<file path="config.mk">
export PLATFORM = sky130hd
export DESIGN_NAME = pong_match_controller
export DESIGN_NICKNAME = d
export VERILOG_FILES = /design/src/rtl/pong_match_controller.sv
export SDC_FILE = /design/constraint.sdc
export NUM_CORES = 1
export LEC_CHECK = 0
export ABC_AREA = 1
export BUFFER_PORTS_ARGS = -buffer_cell sky130_fd_sc_hd__buf_2
export CORE_UTILIZATION = 25
export CTS_BUF_LIST = sky130_fd_sc_hd__clkbuf_16
export DETAILED_ROUTE_END_ITERATION = 16
export GPL_TIMING_DRIVEN = 0
export PLACE_DENSITY = 0.49
export SETUP_SLACK_MARGIN = 0.1
export SLEW_MARGIN = 15
export SYNTH_ARGS = -nofsm -noshare
export SYNTH_HDL_FRONTEND = slang
export SYNTH_SLANG_ARGS = --single-unit
</file>
<file path="constraint.sdc">
create_clock -name clk -period 1.97 [get_ports clk]
set_clock_uncertainty 0.05 [all_clocks]
set_input_delay 0.0985 -clock clk [delete_from_list [all_inputs] [get_ports clk]]
set_output_delay 0.0985 -clock clk [all_outputs]
set_load 0.01 [all_outputs]
</file>
<file path="src/rtl/pong_match_controller.sv">
// Match-level scoring and serve controller for pong: goal detection, per-player
// scores, serve hold delay, winning score and game-over/restart handling.
module pong_match_controller #(
    parameter int unsigned X_GOAL_L    = 30,
    parameter int unsigned X_GOAL_R    = 972,
    parameter int unsigned SCORE_W     = 4,
    parameter int unsigned WIN_SCORE   = 9,
    parameter int unsigned SERVE_DELAY = 60
) (
    input  logic               clk,
    input  logic               rst,
    input  logic               timing_tick,
    input  logic [10:0]        x_ball,
    input  logic               start,
    output logic [SCORE_W-1:0] player1_score,
    output logic [SCORE_W-1:0] player2_score,
    output logic               goal_p1,
    output logic               goal_p2,
    output logic               ball_hold,
    output logic [1:0]         last_scorer,
    output logic               game_over,
    output logic [1:0]         winner
);

    localparam int unsigned X_W   = 11;
    localparam int unsigned CNT_W = (SERVE_DELAY == 0) ? 1 : $clog2(SERVE_DELAY + 1);

    localparam logic [X_W-1:0]     GOAL_L  = X_W'(X_GOAL_L);
    localparam logic [X_W-1:0]     GOAL_R  = X_W'(X_GOAL_R);
    localparam logic [SCORE_W-1:0] WIN     = SCORE_W'(WIN_SCORE);
    localparam logic [CNT_W-1:0]   DELAY   = CNT_W'(SERVE_DELAY);
    localparam logic [1:0]         WHO_P1  = 2'b01;
    localparam logic [1:0]         WHO_P2  = 2'b10;
    localparam logic [1:0]         WHO_NONE = 2'b00;

    typedef enum logic [1:0] {
        S_IDLE,
        S_PLAY,
        S_HOLD,
        S_GAME_OVER
    } state_t;

    state_t             state;
    state_t             state_nxt;
    logic [CNT_W-1:0]   serve_cnt;
    logic [CNT_W-1:0]   serve_cnt_nxt;
    logic [SCORE_W-1:0] p1_nxt;
    logic [SCORE_W-1:0] p2_nxt;
    logic               goal_p1_nxt;
    logic               goal_p2_nxt;
    logic               hold_nxt;
    logic [1:0]         last_nxt;
    logic               over_nxt;
    logic [1:0]         winner_nxt;

    logic               out_left;
    logic               out_right;
    logic               in_field;
    logic               p1_won;
    logic               p2_won;

    assign out_left  = (x_ball < GOAL_L);
    assign out_right = (x_ball > GOAL_R);
    assign in_field  = !out_left && !out_right;
    assign p1_won    = (player1_score == WIN);
    assign p2_won    = (player2_score == WIN);

    // State and output registers
    always_ff @(posedge clk) begin
        if (rst) begin
            state         <= S_IDLE;
            serve_cnt     <= '0;
            player1_score <= '0;
            player2_score <= '0;
            goal_p1       <= 1'b0;
            goal_p2       <= 1'b0;
            ball_hold     <= 1'b1;
            last_scorer   <= WHO_NONE;
            game_over     <= 1'b0;
            winner        <= WHO_NONE;
        end else begin
            state         <= state_nxt;
            serve_cnt     <= serve_cnt_nxt;
            player1_score <= p1_nxt;
            player2_score <= p2_nxt;
            goal_p1       <= goal_p1_nxt;
            goal_p2       <= goal_p2_nxt;
            ball_hold     <= hold_nxt;
            last_scorer   <= last_nxt;
            game_over     <= over_nxt;
            winner        <= winner_nxt;
        end
    end

    // Next-state and next-output logic; decisions only on tick cycles
    always_comb begin
        state_nxt     = state;
        serve_cnt_nxt = serve_cnt;
        p1_nxt        = player1_score;
        p2_nxt        = player2_score;
        goal_p1_nxt   = 1'b0;
        goal_p2_nxt   = 1'b0;
        hold_nxt      = ball_hold;
        last_nxt      = last_scorer;
        over_nxt      = game_over;
        winner_nxt    = winner;

        if (timing_tick) begin
            case (state)
                S_IDLE: begin
                    if (start) begin
                        state_nxt = S_PLAY;
                        hold_nxt  = 1'b0;
                    end
                end

                S_PLAY: begin
                    if (out_left) begin
                        p2_nxt        = player2_score + SCORE_W'(1);
                        goal_p2_nxt   = 1'b1;
                        last_nxt      = WHO_P2;
                        hold_nxt      = 1'b1;
                        serve_cnt_nxt = '0;
                        state_nxt     = S_HOLD;
                    end else if (out_right) begin
                        p1_nxt        = player1_score + SCORE_W'(1);
                        goal_p1_nxt   = 1'b1;
                        last_nxt      = WHO_P1;
                        hold_nxt      = 1'b1;
                        serve_cnt_nxt = '0;
                        state_nxt     = S_HOLD;
                    end
                end

                S_HOLD: begin
                    // A winning score ends the match before any serve
                    if (p1_won || p2_won) begin
                        state_nxt  = S_GAME_OVER;
                        over_nxt   = 1'b1;
                        winner_nxt = p1_won ? WHO_P1 : WHO_P2;
                    end else if ((serve_cnt >= DELAY) && in_field) begin
                        state_nxt = S_PLAY;
                        hold_nxt  = 1'b0;
                    end else if (serve_cnt < DELAY) begin
                        serve_cnt_nxt = serve_cnt + CNT_W'(1);
                    end
                end

                S_GAME_OVER: begin
                    if (start) begin
                        p1_nxt     = '0;
                        p2_nxt     = '0;
                        winner_nxt = WHO_NONE;
                        last_nxt   = WHO_NONE;
                        over_nxt   = 1'b0;
                        hold_nxt   = 1'b0;
                        state_nxt  = S_PLAY;
                    end
                end

                default: begin
                    state_nxt = S_IDLE;
                end
            endcase
        end
    end

endmodule

</file>
==> results.tsv <==
metric	value	unit
status	completed	
DR vias	1276	
initial antenna violation count	0	
Clock transition at path regs	0.06	ns
Register Area	483.0	um^2
fmax	591.2	MHz
GRT Resource Usage Total	0.1107	
Async SR Flop Fraction	0	
commonest cells after routing, fill and taps aside	nand2_1 (41), buf_2 (30), nor2_1 (25), dfxtp_1 (22), inv_1 (20)	
Die H	76.17	um
number of fill cells	589	
CP Depth	10	
ANT cells	0	
CP arrival	1.77	ns
# DRC	0	
busiest grt layer	met2	
io pins	31	
clock root buffer	clkbuf_16	
core area	0.005205	mm^2
commonest non-fill, non-tap cell in the layout	nand2_1	
Initial Util	0.2642	
R2R setup slack	0.28	ns
Slew Viols, Final	0	
synth unique cells	28	
NumNets Final	253	
GR Util met2	0.1718	
depth of the most critical reg-to-reg path	10	
Post-synth EDFFs	0	
Synthesized Nets	216	
DR iter-0 viols	41	
die footprint	0.005801	mm^2
register area share after synthesis	0.3494	
Slew @ Worst Pin	0.4998	ns
Pre-antenna DRT Iters	4	
hold path cells	3	
worst vdd ir	0.0002819	V
post-synth design cell area	0.001375	mm^2
ys flop type	dfxtp_1	
Min Hold Slack	0.1131	ns
Hold WC Path Type	input pin to flip-flop	
area occupied by multi-input gates	799.5	um^2
CP Class	flip-flop to flip-flop	
Num Clock Sinks	24	
I/O Buffers	30	
Max stage delay cell, worst path	dfxtp_1	
post-DP HPWL	2327	um
Post-Syn Instances	193	
Rows	26	
area delta synth->final	24.66	%
max_slew headroom	0.6668	
WL/cell	10.08	um
met1 global-route usage	0.1487	
CP most frequent cell	nand2_1	
number of CTS-inserted buffers	3	
Mapped Avg Cell Area	7.125	um^2
setup_tns	0	ns
grt ovf	0	
max cap viols	0	
fin crit share	0.8586	
CP Launch Type	flip-flop	
dpl ws	0.07513	ns
setup violators final	0	
share of post-route cells with drive strength above 1	0.2489	
largest net degree at the start of global routing	14	
clock latency at the later pin of the worst-skew pair	0.26	ns
CP max FO	6	
PD cells	682.4	mW/mm^2
critical path's largest stage delay	0.37	ns
Via density	4.268	
total power	1170	uW
fin crit period	1.691	ns
Worst Setup End Kind	flip-flop	
CP Buf/Inv Count	1	
drt total wl	3015	um
min setup slack post-route	0.2786	ns
TritonCTS clock tree	yes	
Worst path top cell family by delay	simple AND/OR/NAND/NOR gates	
final-report hold violation count	0	
Clock Tree Buf Depth	2	
GR Layer Usage met3	0.02635	
first-pass GRT wire length	5264	um
htree depth	1	
Yosys Warn Count	0	
Placer Congestion	0.8434	
die span in x	76.17	um
LEAKAGE	0.0007536	uW
ANT nets after route	0	
worst path required time	2.05	ns
RSZ-0062 raised after global routing	true	
vias in the first global route	1180	
worst-path cell chain	inv_1 > ha_1 > nand3_1 > nand2_1 > nand2_1 > o21ai_0 > a21oi_2 > nand2_1 > nand2_1 > a21oi_1	
flops & latches, synth	24	
[area by class of cell]
| type | instances | share of cell area |
|---|---|---|
| multi-input combinational | 143 | 0.4664 |
| tap | 70 | 0.05110 |
| inverter | 25 | 0.05474 |
| sequential | 24 | 0.2818 |
| timing repair buffer | 32 | 0.09781 |
| clock inverter | 1 | 0.002190 |
| clock buffer | 3 | 0.04380 |
| buffer | 1 | 0.002190 |
[where the power goes]
group / internal [uW] / leakage [uW] / switching [uW]
combinational: 74.8 / 0.000520 / 130
clock: 271 / 0.0000385 / 174
sequential: 504 / 0.000195 / 15.1
total: 850 / 0.000754 / 319
[flip-flops by register name, indices dropped and copies added (netlist names)]
signal         cells
state              2
winner             2
last_scorer        2
goal_p2            1
game_over          1
player2_score      4
player1_score      4
ball_hold          1
serve_cnt          6
goal_p1            1
[cells by family (layout without fill, tap and decap cells)]
group | after synthesis | count (layout) | share of synthesized area
AND/OR/NAND/NOR | 102 | 102 | 0.3467
AO/OA/AOI/OAI | 27 | 27 | 0.1219
buffers and inverters | 26 | 62 | 0.07097
flip-flops | 24 | 24 | 0.3494
adder cells (fa/ha/maj) | 8 | 8 | 0.07280
XOR/XNOR | 6 | 6 | 0.03822
[stage by stage]
stage | area [um^2] | util | instances
after CTS | 1709 | 0.3284 | 299
after global routing | 1714 | 0.3293 | 299
final | 1714 | 0.3293 | 299
after detailed placement | 1613 | 0.3099 | 293
after floorplan | 1375 | - | 193
after global placement | 1613 | 0.3099 | 293
[worst min-delay path, delay by kind of cell]
family	cells	cell delay [ns]
compound gates	1	0.04
buf+inv	1	0.13
simple gates	1	0.10
[final timing paths]
check                                      start           end
worst max register to register  player2_score[1]  serve_cnt[5]
worst min register to register         ball_hold     ball_hold
worst min-delay path                 timing_tick       goal_p1
worst max-delay path            player2_score[1]  serve_cnt[5]
[cell usage after synthesis, types with 3 or more instances]
library cell,instances,area share
o21ai_1,5,0.018
a21oi_1,13,0.047
ha_1,8,0.073
nand2_1,41,0.11
inv_2,4,0.011
nor2_1,25,0.068
xor2_1,4,0.025
o21ai_2,3,0.019
nand4_1,3,0.014
inv_1,21,0.057
nand3_1,18,0.066
dfxtp_1,24,0.35
[per-layer routing]
layer / routed length, um / vias up
li1: - / 698
met1: 1595 / 554
met2: 1269 / 20
met3: 109 / 4
met4: 41 / 0
met5: 0 / -
[what timing repair did]
item / 4_1_cts / 5_1_grt
endpoints found under the setup margin: 6 / 6
buffers inserted: 1 / 0
hold endpoints to repair: 1 / 0
hold buffers: 1 / 0
gates resized for setup: 0 / 4
Power figures use the tool's default switching activity.
